--- config.mk ---
export PLATFORM = sky130hd
export DESIGN_NAME = exc_ctrl
export DESIGN_NICKNAME = d
export VERILOG_FILES = /design/src/rtl/exc_ctrl.sv
export SDC_FILE = /design/constraint.sdc
export NUM_CORES = 1
export LEC_CHECK = 0
export ABC_AREA = 1
export BUFFER_PORTS_ARGS = -buffer_cell sky130_fd_sc_hd__buf_2
export CAP_MARGIN = 10
export CORE_MARGIN = 2
export CORE_UTILIZATION = 25
export CTS_CLUSTER_DIAMETER = 80
export DETAILED_ROUTE_END_ITERATION = 12
export PLACE_DENSITY = 0.48
export SLEW_MARGIN = 20
export SYNTH_ARGS = -nofsm -noshare
export SYNTH_HDL_FRONTEND = slang
export SYNTH_SLANG_ARGS = --single-unit
--- constraint.sdc ---
create_clock -name clk -period 3.3 [get_ports clk]
set_input_delay 0 -clock clk [delete_from_list [all_inputs] [get_ports clk]]
set_output_delay 0 -clock clk [all_outputs]
set_load 0.01 [all_outputs]
--- src/rtl/exc_ctrl.sv ---
// Exception controller: tracks faults through the E and M stages, arbitrates
// interrupt / exception / ERET commits at M, and flushes the pipe for one cycle
// after each redirect.
module exc_ctrl #(
  parameter logic [31:0] EXC_VECTOR = 32'hBFC0_0380
) (
  input  logic        clk,
  input  logic        resetn,
  input  logic        stall,
  input  logic        d_valid,
  input  logic        d_in_ds,
  input  logic [31:0] d_pc,
  input  logic        f_adel,
  input  logic        d_ri,
  input  logic        d_sys,
  input  logic        d_bp,
  input  logic        d_eret,
  input  logic        e_ov,
  input  logic        e_adel,
  input  logic        e_ades,
  input  logic [31:0] e_badaddr,
  input  logic        e_cp0_write,
  input  logic        interrupt,
  input  logic [31:0] cp0_epc,
  output logic        exception,
  output logic        ERET2pc,
  output logic        inDelaySlot,
  output logic        isBadAddr,
  output logic        cp0_write,
  output logic [5:0]  m_excCode,
  output logic [31:0] excPC,
  output logic [31:0] invalid_addr,
  output logic        flush,
  output logic        redirect_valid,
  output logic [31:0] redirect_pc
);

  localparam int unsigned AW = 32;
  localparam int unsigned CW = 6;

  localparam logic [CW-1:0] CODE_INT  = CW'(0);
  localparam logic [CW-1:0] CODE_ADEL = CW'(4);
  localparam logic [CW-1:0] CODE_ADES = CW'(5);
  localparam logic [CW-1:0] CODE_SYS  = CW'(8);
  localparam logic [CW-1:0] CODE_BP   = CW'(9);
  localparam logic [CW-1:0] CODE_RI   = CW'(10);
  localparam logic [CW-1:0] CODE_OV   = CW'(12);

  typedef struct packed {
    logic          valid;
    logic [AW-1:0] pc;
    logic          in_ds;
    logic          exc;
    logic [CW-1:0] code;
    logic          bad;
    logic [AW-1:0] badaddr;
    logic          eret;
    logic          wr;
  } rec_t;

  typedef enum logic {
    RUN   = 1'b0,
    FLUSH = 1'b1
  } state_t;

  state_t state, state_nxt;
  rec_t   e_rec, m_rec, e_nxt, m_nxt;

  logic commit_eval;
  logic take_int;
  logic take_exc;
  logic take_eret;
  logic take;

  // Commit arbitration at M: interrupt beats recorded fault beats ERET.
  always_comb begin
    commit_eval = (state == RUN) && !stall && m_rec.valid;
    take_int    = commit_eval && interrupt;
    take_exc    = commit_eval && (interrupt || m_rec.exc);
    take_eret   = commit_eval && !take_exc && m_rec.eret;
    take        = take_exc || take_eret;
  end

  // Decode-stage fault capture into the next E record, first match wins.
  always_comb begin
    e_nxt       = '0;
    e_nxt.valid = d_valid;
    e_nxt.pc    = d_pc;
    e_nxt.in_ds = d_in_ds;
    e_nxt.eret  = d_eret;
    if (f_adel) begin
      e_nxt.exc     = 1'b1;
      e_nxt.code    = CODE_ADEL;
      e_nxt.bad     = 1'b1;
      e_nxt.badaddr = d_pc;
    end else if (d_ri) begin
      e_nxt.exc  = 1'b1;
      e_nxt.code = CODE_RI;
    end else if (d_sys) begin
      e_nxt.exc  = 1'b1;
      e_nxt.code = CODE_SYS;
    end else if (d_bp) begin
      e_nxt.exc  = 1'b1;
      e_nxt.code = CODE_BP;
    end
    if (e_nxt.exc) begin
      e_nxt.eret = 1'b0;
      e_nxt.wr   = 1'b0;
    end
  end

  // Execute-stage faults only apply when the instruction is still clean.
  always_comb begin
    m_nxt    = e_rec;
    m_nxt.wr = e_cp0_write;
    if (!e_rec.exc) begin
      if (e_ov) begin
        m_nxt.exc  = 1'b1;
        m_nxt.code = CODE_OV;
      end else if (e_adel) begin
        m_nxt.exc     = 1'b1;
        m_nxt.code    = CODE_ADEL;
        m_nxt.bad     = 1'b1;
        m_nxt.badaddr = e_badaddr;
      end else if (e_ades) begin
        m_nxt.exc     = 1'b1;
        m_nxt.code    = CODE_ADES;
        m_nxt.bad     = 1'b1;
        m_nxt.badaddr = e_badaddr;
      end
    end
    if (m_nxt.exc) begin
      m_nxt.eret = 1'b0;
      m_nxt.wr   = 1'b0;
    end
  end

  // Pipeline records: cleared on reset and on a redirect, held on stall.
  always_ff @(posedge clk) begin
    if (!resetn) begin
      e_rec <= '0;
      m_rec <= '0;
    end else if (take) begin
      e_rec <= '0;
      m_rec <= '0;
    end else if (!stall) begin
      e_rec <= e_nxt;
      m_rec <= m_nxt;
    end
  end

  // FSM state register.
  always_ff @(posedge clk) begin
    if (!resetn) begin
      state <= RUN;
    end else begin
      state <= state_nxt;
    end
  end

  // FSM next state: a redirect costs exactly one FLUSH cycle.
  always_comb begin
    state_nxt = state;
    case (state)
      RUN:     if (take) state_nxt = FLUSH;
      FLUSH:   state_nxt = RUN;
      default: state_nxt = RUN;
    endcase
  end

  // Commit outputs; the redirect target idles at the exception vector.
  always_comb begin
    exception      = 1'b0;
    ERET2pc        = 1'b0;
    inDelaySlot    = 1'b0;
    isBadAddr      = 1'b0;
    m_excCode      = '0;
    excPC          = '0;
    invalid_addr   = '0;
    flush          = 1'b0;
    redirect_valid = 1'b0;
    redirect_pc    = EXC_VECTOR;
    cp0_write      = m_rec.wr && m_rec.valid && !stall && !take_exc;
    if (take_exc) begin
      exception      = 1'b1;
      flush          = 1'b1;
      redirect_valid = 1'b1;
      excPC          = m_rec.pc;
      inDelaySlot    = m_rec.in_ds;
      if (take_int) begin
        m_excCode = CODE_INT;
      end else begin
        m_excCode    = m_rec.code;
        isBadAddr    = m_rec.bad;
        invalid_addr = m_rec.badaddr;
      end
    end else if (take_eret) begin
      ERET2pc        = 1'b1;
      flush          = 1'b1;
      redirect_valid = 1'b1;
      redirect_pc    = cp0_epc;
    end
  end

endmodule

[Yosys cells after proc, flatten, opt, wreduce, memory -nomap -nowiden]
Cells that the tools add are included.
Operators by class
  muxes and demuxes: 28
  bitwise logic cells: 2
  reduce and logical (&&, ||, !) cells: 14
Operators by type and width (count)
  $mux 32: 5
  $mux 40: 3
  $mux 33: 2
  $mux 7: 5
  $mux 6: 2
  $logic_and 1x1->1: 9
  $mux 1: 8
  $mux 2: 2
  $logic_not 1->1: 2
  $logic_or 1x1->1: 2
  $not 1->1: 2
  $pmux 1 s2: 1
  $reduce_or 2->1: 1
Storage, ports and cells
  register bits: 152
  bits of input ports: 111
  output and inout bits: 109
  word-level logic and storage cells: 62

[Depth between registers and ports, before layout]
Gate-level depths: netlist of run 1.
  word-level depth: 10
  depth in mapped cells: 8
  mapped depth without buffers: 6

[Worst setup path after synthesis of run 1]
OpenSTA, ideal clock, no wires.
  path kind: reg2reg
  from: register e_rec[41] (netlist name)
  to: register m_rec[10] (netlist name)
  arrival time: 1083 ps
  required time: 3186 ps
  setup slack: 2103 ps
  stages on the path, launching flop included: 6
  cells stage by stage: dfxtp_1 -> nor2_2 -> clkbuf_1 -> nand3_1 -> a21oi_1 -> nor2_1
Between the ends
  longest elaborated chain between the ends: 1
Ends and longest elaborated chain
  start: declaration: RTL line 67  | rec_t e_rec, m_rec, e_nxt, m_nxt;
  start signal: assignment: RTL line 147  | e_rec <= e_nxt;
  $mux 40: RTL line 116  | if (!e_rec.exc) begin
  end signal: assignment: RTL line 148  | m_rec <= m_nxt;
  end: declaration: RTL line 67
No other way between the ends.
A chain may end at the register's enable or synchronous reset.

[Worst setup path in the final report of run 1]
  from: register state
  to: output cp0_write
Between the ends
  longest elaborated chain between the ends: 6
Ends and longest elaborated chain
  start: declaration: RTL line 66  | state_t state, state_nxt;
  start signal: assignment: RTL line 157  | state <= state_nxt;
  $not 1->1
  $logic_and 1x1->1 (2 in series): RTL line 77  | commit_eval = (state == RUN) && !stall && m_rec.valid;
  $logic_and 1x1->1: RTL line 79  | take_exc = commit_eval && (interrupt || m_rec.exc);
  $logic_not 1->1: RTL line 183  | cp0_write = m_rec.wr && m_rec.valid && !stall && !take_exc;
  $logic_and 1x1->1: RTL line 183
  end: declaration: RTL line 29  | output logic cp0_write,
No other way between the ends.

==> run metrics, run 1 <==
Clock transition at path regs=0.07 ns; CP Class=reg2out; Worst Hold End=e_rec[45]; initial antenna violation count=1; clk_lat worst skew=0.43 ns; DRC errors left=0; Worst Setup End Kind=output port; critical register-to-register path startpoint=m_rec[75]; Top FF cell, synth=dfxtp_1; setup repair after global routing missed its margin=false; drt first pass iters=5; setup slack after layout=roughly 0.82 ns; WP data arrival=about 2.5 ns; DRT antenna net count=0; cells after synthesis=1059; reg2reg path depth=4; vias in the first global route=between 6000 and 7000; Area Growth Syn to Fin=38.0%; failing checks=negative hold slack; Non-Filler Instances=~1700; first-pass GRT wire length=around 35000 um; final setup TNS=0 ns; crit path launch type=flop; total core area=roughly 28000 um^2; Die Footprint=29200 um^2; Netlist cell types=25; CTS max path bufs=2; Antenna Diode Count=0; Worst Hold Margin=-0.00490 ns; Util after Layout=0.348; Final Power=between 4 and 5 mW; worst min path class=in2reg; CTS tree=done; fmax=a little over 400 MHz; FF/Latch Area=about 2900 um^2; ys async rst share=0; Rows=a little over 60; area occupied by multi-input gates=2960 um^2; Top-Level Pins=220; final net count=1406; Die Y-Extent=~170 um; gp weighted congestion=between 0.7 and 0.8; initial core utilization=0.252; CTS buffer count=17; clock skew=around 0.018 ns; Tmin final=roughly 2.5 ns; commonest non-fill, non-tap cell in the layout=buf_2; syn_area_per_cell=~6.6 um^2; Critical Path RT=approximately 3.3 ns; Hold Path Origin=d_pc[2]; CP max FO=between 50 and 60; number of synthesized flops with an enable pin=0; pre-CTS WS=1.01 ns; GR Util All Layers=0.153; worst vdd ir=0.261 mV; power per cell area=474 nW/um^2; LEAKAGE=about 4.6 nW; clk sink count=around 150; max_cap viols=0; Setup Buffers After CTS=0; port buffer count=roughly 220; DR WL/cell=approximately 14 um; Yosys warning count=0; status=complete, but fails checks; flip-flop and latch count after synthesis=roughly 150; fin. max-slew vios=0; largest net degree at the start of global routing=a little under 200; dpl cells=roughly 1600; final setup violation count=0; GRT overflow=0; Root Buffer=clkbuf_16; R2R setup slack=1.16 ns; Detailed Route WL=between 20000 and 25000 um; DP Area=8250 um^2; Filler Cells Inserted=3004; most frequent cells in the layout=buf_2 (216), nand2_1 (199), inv_1 (184); slew margin rel.=0.425; Hold Fails Final Rpt=1; Worst Max-Slew Pin Slew=about 0.86 ns; sequential cell area fraction in the yosys report=0.422; die width=171 um; hold depth=5; Vias=approximately 7100; Period Utilization, post-route=0.752; post-route cell area=about 9600 um^2; ratio of cells with drive above 1 in the final layout=0.213; dpl hpwl=roughly 15000 um; vias per inst=4.23; Synth Cell Area=around 7000 um^2; DR iter-0 viols=578; FF-to-FF End=e_rec[3]; H-Tree Depth=4
-- metal layers --
metal	vias up	track usage	wire, um
li1	3737	-	-
met1	3156	0.214	11400
met2	213	0.237	10200
met3	25	0.0257	1110
met4	2	0.0497	355
met5	-	0	7
-- cell type report --
cell class                      instances  share of cell area
Clock buffer                           17              0.0443
Sequential cell                       147               0.306
Clock inverter                         15              0.0220
Tap cell                              378              0.0492
Timing Repair Buffer                  298               0.198
Multi-Input combinational cell        645               0.307
Inverter                              186              0.0726
-- kinds of logic after synthesis --
| kind of cell | synth area share |
|---|---|
| AND/OR/NAND/NOR | 0.309 |
| flip-flops | 0.422 |
| AO/OA/AOI/OAI | 0.113 |
| buffers and inverters | 0.155 |
| other | 0.000538 |
-- state kept, by name, indices dropped and copies added (netlist names) --
register / flops
state: 1
e_rec: 72
m_rec: 74
-- synth_stat cells, types with 9 or more instances --
| library cell | count | share of area |
|---|---|---|
| nand4_1 | 34 | 0.031 |
| buf_1 | 11 | 0.0059 |
| nand3_1 | 49 | 0.035 |
| a22oi_1 | 23 | 0.025 |
| nor2_1 | 163 | 0.088 |
| a21oi_1 | 117 | 0.084 |
| nor3_1 | 34 | 0.024 |
| clkbuf_1 | 41 | 0.022 |
| buf_4 | 9 | 0.0097 |
| or2_2 | 12 | 0.011 |
| inv_1 | 184 | 0.099 |
| buf_2 | 19 | 0.014 |
| dfxtp_1 | 147 | 0.42 |
| nand2_1 | 199 | 0.11 |
-- worst max-delay path by stage --
| stage | start | end | slack [ns] |
|---|---|---|---|
| 6_report | state | cp0_write | 0.82 |
| 5_1_grt | state | cp0_write | 0.65 |
| 4_1_cts | state | cp0_write | 0.74 |
| 3_5_place_dp | interrupt | cp0_write | 1.01 |
| 3_3_place_gp | interrupt | cp0_write | 1.04 |
| 2_1_floorplan | state | redirect_valid | 2.10 |
-- repair_timing --
action	CTS	global route
resized for setup	0	0
hold buffers	72	0
endpoints found under the hold margin	90	0
-- worst max-delay path, stage by stage, from the launching register on --
cell	delay, ns
dfxtp_1	0.41
nor2_8	0.06
nand3_4	0.08
buf_4	0.46
buf_4	0.62
nand4_1	0.15
inv_1	0.12
buf_2	0.13
-- power by group --
group / internal, mW / switching [mW] / total (mW)
logic: 0.225 / 0.321 / 0.546
clock network: 1.23 / 0.879 / 2.11
registers: 1.86 / 0.0370 / 1.90
No activity file was read; power rests on OpenSTA's default activity.
==> run 2: changes to the inputs <==
Settings changed: PLACE_DENSITY 0.48 to 0.5.
Clock period 3.3 ns to 2.1 ns, I/O delays scaled along.
==> run metrics, run 2 (same netlist as run 1, synthesis figures left out) <==
largest net degree at the start of global routing=78; worst vdd ir=between 0.3 and 0.4 mV; vias per inst=4.23; initial antenna violation count=1; Die Footprint=just under 30000 um^2; biggest regs=m_rec (74), e_rec (72), state (1); commonest non-fill, non-tap cell in the layout=buf_2; Final Power=roughly 7 mW; final setup violation count=0; vias in the first global route=between 6000 and 7000; Largest Register=m_rec; drt first pass iters=5; Critical Path RT=roughly 2.1 ns; Util after Layout=0.354; crit path launch type=primary input; GR Util All Layers=0.153; die width=approximately 170 um; Worst Setup End Kind=output port; Worst Hold Margin=roughly 0.015 ns; DRC errors left=0; DR WL/cell=~13 um; sequential fraction of design power=0.419; Worst Max-Slew Pin Slew=0.598 ns; Period Utilization, post-route=0.923; max_cap viols=0; CTS buffer count=17; P_sw=approximately 1.9 mW; Rows=a little over 60; clk_lat worst skew=approximately 0.43 ns; clock network fraction of design power=0.459; combinational share of power=0.123; power per cell area=roughly 730 nW/um^2; worst min path class=in2reg; Setup Buffers After CTS=0; Die Y-Extent=171 um; most frequent cells in the layout=buf_2 (216), nand2_1 (199), inv_1 (184); gp weighted congestion=around 0.78; dpl hpwl=roughly 16000 um; LEAKAGE=4.63 nW; slew margin rel.=0.602; Int Pwr=around 5.2 mW; GRT overflow=0; CTS tree=done; CP max FO=39; CTS max path bufs=2; fmax=516 MHz; sw frac=0.267; WP data arrival=between 1.5 and 2 ns; first-pass GRT wire length=~35000 um; Area Growth Syn to Fin=40.2%; DP Area=between 8000 and 9000 um^2; DR iter-0 viols=approximately 330; Vias=roughly 7200; total core area=about 28000 um^2; Hold Fails Final Rpt=0; ratio of cells with drive above 1 in the final layout=0.219; fin. max-slew vios=0; Clock transition at path regs=about 0.070 ns; clk sink count=between 100 and 150; Tmin final=roughly 1.9 ns; post-route cell area=~9800 um^2; Top-Level Pins=220; final net count=between 1000 and 1500; Detailed Route WL=roughly 23000 um; H-Tree Depth=4; final setup TNS=0 ns; Root Buffer=clkbuf_16; DRT antenna net count=0; setup repair after global routing missed its margin=false; number of flip-flops in the largest register=74; CP Class=in2out; clock skew=between 0.01 and 0.015 ns; initial core utilization=0.252; status=completed; port buffer count=around 220
## run 2: changes by cell type in the layout (fill, tap and decap cells not counted), sizes merged
cell,before,now
buf,226,237
clkinv,2,1
diode,0,1
dlygate4sd3,72,77
inv,195,196
## run 2: per-layer routing
layer  part of all wire  track usage  vias to the layer above
met5                  0            0                        -
met4              0.018       0.0538                        0
met3              0.043       0.0252                       31
met2               0.45        0.238                      207
met1               0.49        0.214                     3193
li1                   -            -                     3770
## run 2: timing repair
item	in CTS	in global routing
hold buffers	77	0
endpoints found under the hold margin	91	0
resized for setup	0	0
## run 2: path summary, 6_finish.rpt
path	from	end	slack [ns]	cells after the start
hold / removal	d_pc[16]	e_rec[59]	0.01	5
setup reg to reg	state	e_rec[74]	0.29	5
setup / recovery	stall	redirect_pc[22]	0.16	6
hold reg to reg	e_rec[23]	e_rec[23]	0.45	2
## run 2: per-stage QoR
stage / setup slack [ns] / instances
floorplan: 0.903 / 1060
global placement: 0.605 / 1593
detailed placement: 0.570 / 1593
CTS: 0.157 / 1702
global route: 0.0278 / 1703
finish: 0.162 / 1703
## run 2: cell type report
class                   count  area, um^2
inverters                 186         698
clock inverters            15         206
well taps                 378         473
repair buffers            314        2060
diodes                      1        2.50
multi-input cells         645        2960
fillers                  3031       17900
clock buffers              17         425
flip-flops and latches    147        2940
## run 2: power by group through the flow
stage	logic [mW]	clock network [mW]	registers, mW
after floorplan	0.507	0	3.03
after global placement	0.766	0	3.05
after detailed placement	0.768	0	3.05
after CTS	0.881	3.36	2.99
after global routing	0.990	3.47	3.00
final	0.876	3.27	2.99
## run 2: critical path, cell delays in order
cell	delay, ns
dlygate4sd3_1	0.55
buf_6	0.22
nor2_8	0.19
nand4_2	0.37
or2_2	0.43
buf_2	0.14
==> run 3: changes to the inputs <==
Settings changed: SETUP_SLACK_MARGIN set to 0.3.
==> run metrics, run 3 (same netlist as run 1, synthesis figures left out) <==
port buffer count=between 200 and 250; Setup Buffers After CTS=0; R2R setup slack=~0.57 ns; sequential fraction of design power=0.418; H-Tree Depth=4; GR Util All Layers=0.155; P_sw=1.92 mW; CP max FO=77; GRT overflow=0; CTS buffer count=17; Util after Layout=0.355; status=completed; Die Footprint=~30000 um^2; clk_lat worst skew=0.43 ns; power per cell area=approximately 730 nW/um^2; worst vdd ir=approximately 0.37 mV; most frequent cells in the layout=buf_2 (216), nand2_1 (199), inv_1 (184); Period Utilization, post-route=0.834; setup repair after global routing missed its margin=true; fin. max-slew vios=0; fmax=between 500 and 600 MHz; vias in the first global route=6624; DR iter-0 viols=~360; worst min path class=in2reg; die width=around 170 um; Slowest-stage cell, CP=dfxtp_1; Rows=61; commonest non-fill, non-tap cell in the layout=buf_2; largest net degree at the start of global routing=78; Largest Register=m_rec; vias per inst=roughly 4.2; CP top delay family=simple AND/OR/NAND/NOR gates; clock network fraction of design power=0.459; Hold Fails Final Rpt=0; sw frac=0.268; drt first pass iters=9; critical register-to-register path startpoint=state; pre-CTS WS=around 0.57 ns; Worst Setup End Kind=output port; reg2reg path depth=5; WP data arrival=1.75 ns; setup slack after layout=roughly 0.35 ns; first-pass GRT wire length=about 35000 um; cell chain of the critical path=nor2_8, nand3_4, buf_12, nor3_1, buf_2; number of flip-flops in the largest register=74; ratio of cells with drive above 1 in the final layout=0.222; biggest regs=m_rec (74), e_rec (72), state (1); Hold Path Origin=d_pc[16]; LEAKAGE=4.63 nW; Worst Hold Margin=0.0138 ns; initial core utilization=0.252; final net count=approximately 1400; Clock transition at path regs=~0.070 ns; Filler Cells Inserted=3027; crit path launch type=flop; worst path bufs/invs=2; Detailed Route WL=approximately 23000 um; dpl hpwl=15800 um; hold depth=5; Tmin final=about 1.8 ns; max_cap viols=0; DR WL/cell=13.5 um; FF-to-FF End=m_rec[69]; Worst Hold End=e_rec[59]; CP Class=reg2out; Root Buffer=clkbuf_16; gp weighted congestion=around 0.78; slew margin rel.=0.601; initial antenna violation count=1; Critical Path RT=around 2.1 ns; final setup violation count=0; CTS max path bufs=2; Worst Max-Slew Pin Slew=~0.6 ns; Top-Level Pins=220; Vias=7226; DRT antenna net count=0; final setup TNS=0 ns; Int Pwr=between 5 and 6 mW; clk sink count=about 150; clock skew=approximately 0.014 ns; slowest stage delay, CP=0.35 ns; CTS tree=done; DRC errors left=0; combinational share of power=0.124; Area Growth Syn to Fin=40.8%; total core area=27600 um^2; Die Y-Extent=171 um
==> run 3: cell types whose count changed in the layout (fill, tap and decap cells not counted), sizes merged <==
cell,delta
dlygate4sd3,+1
==> run 3: per-stage QoR <==
step           total power [mW]  std cells  area, um^2
5_1_grt                    7.46       1704        9810
4_1_cts                    7.23       1703        9790
2_1_floorplan              3.54       1060        6970
3_5_place_dp               3.82       1593        8360
6_report                   7.15       1704        9810
3_3_place_gp               3.81       1593        8360
==> run 3: repair_timing <==
action	4_1_cts	5_1_grt
setup endpoints to repair	29	11
resized for setup	3	3
hold buffers	78	0
endpoints found under the hold margin	91	0
==> run 3: area by class of cell <==
class                      count  area, um^2  area share
multi-input combinational    645        2980       0.304
clock inverter                15         206      0.0211
tap                          378         473      0.0482
clock buffer                  17         425      0.0434
sequential                   147        2940       0.300
antenna                        1        2.50    0.000255
inverter                     186         698      0.0712
timing repair buffer         315        2080       0.212
==> run 3: power groups by stage <==
stage          registers [mW]  logic [mW]  clock network, mW
3_5_place_dp             3.05       0.768                  0
3_3_place_gp             3.05       0.766                  0
2_1_floorplan            3.03       0.507                  0
5_1_grt                  3.00       0.996               3.47
4_1_cts                  2.99       0.886               3.36
6_report                 2.99       0.883               3.28
==> run 3: tightest hold or removal path, delay by kind of cell <==
family                 cells  cell delay, ns
and+or+nand+nor            2            0.13
buffers and inverters      2            0.14
AOI/OAI and AO/OA          1            0.12
==> run 3: worst max path at each step <==
| stage | from | endpoint | slack, ns | cells after the start |
|---|---|---|---|---|
| after floorplan | state | redirect_valid | 0.90 | 6 |
| final | state | m_excCode[2] | 0.35 | 5 |
| after global routing | state | invalid_addr[2] | 0.24 | 5 |
| after detailed placement | state | m_rec[69] | 0.57 | 5 |
| after global placement | state | m_rec[69] | 0.61 | 5 |
| after CTS | state | cp0_write | 0.31 | 6 |
==> run 3: routing by layer <==
| metal | vias to the layer above | global-route usage | share of wire |
|---|---|---|---|
| li1 | 3770 | - | - |
| met1 | 3215 | 0.216 | 0.49 |
| met3 | 29 | 0.0250 | 0.045 |
| met4 | 0 | 0.0527 | 0.017 |
| met2 | 212 | 0.242 | 0.45 |
| met5 | - | 0 | 0 |
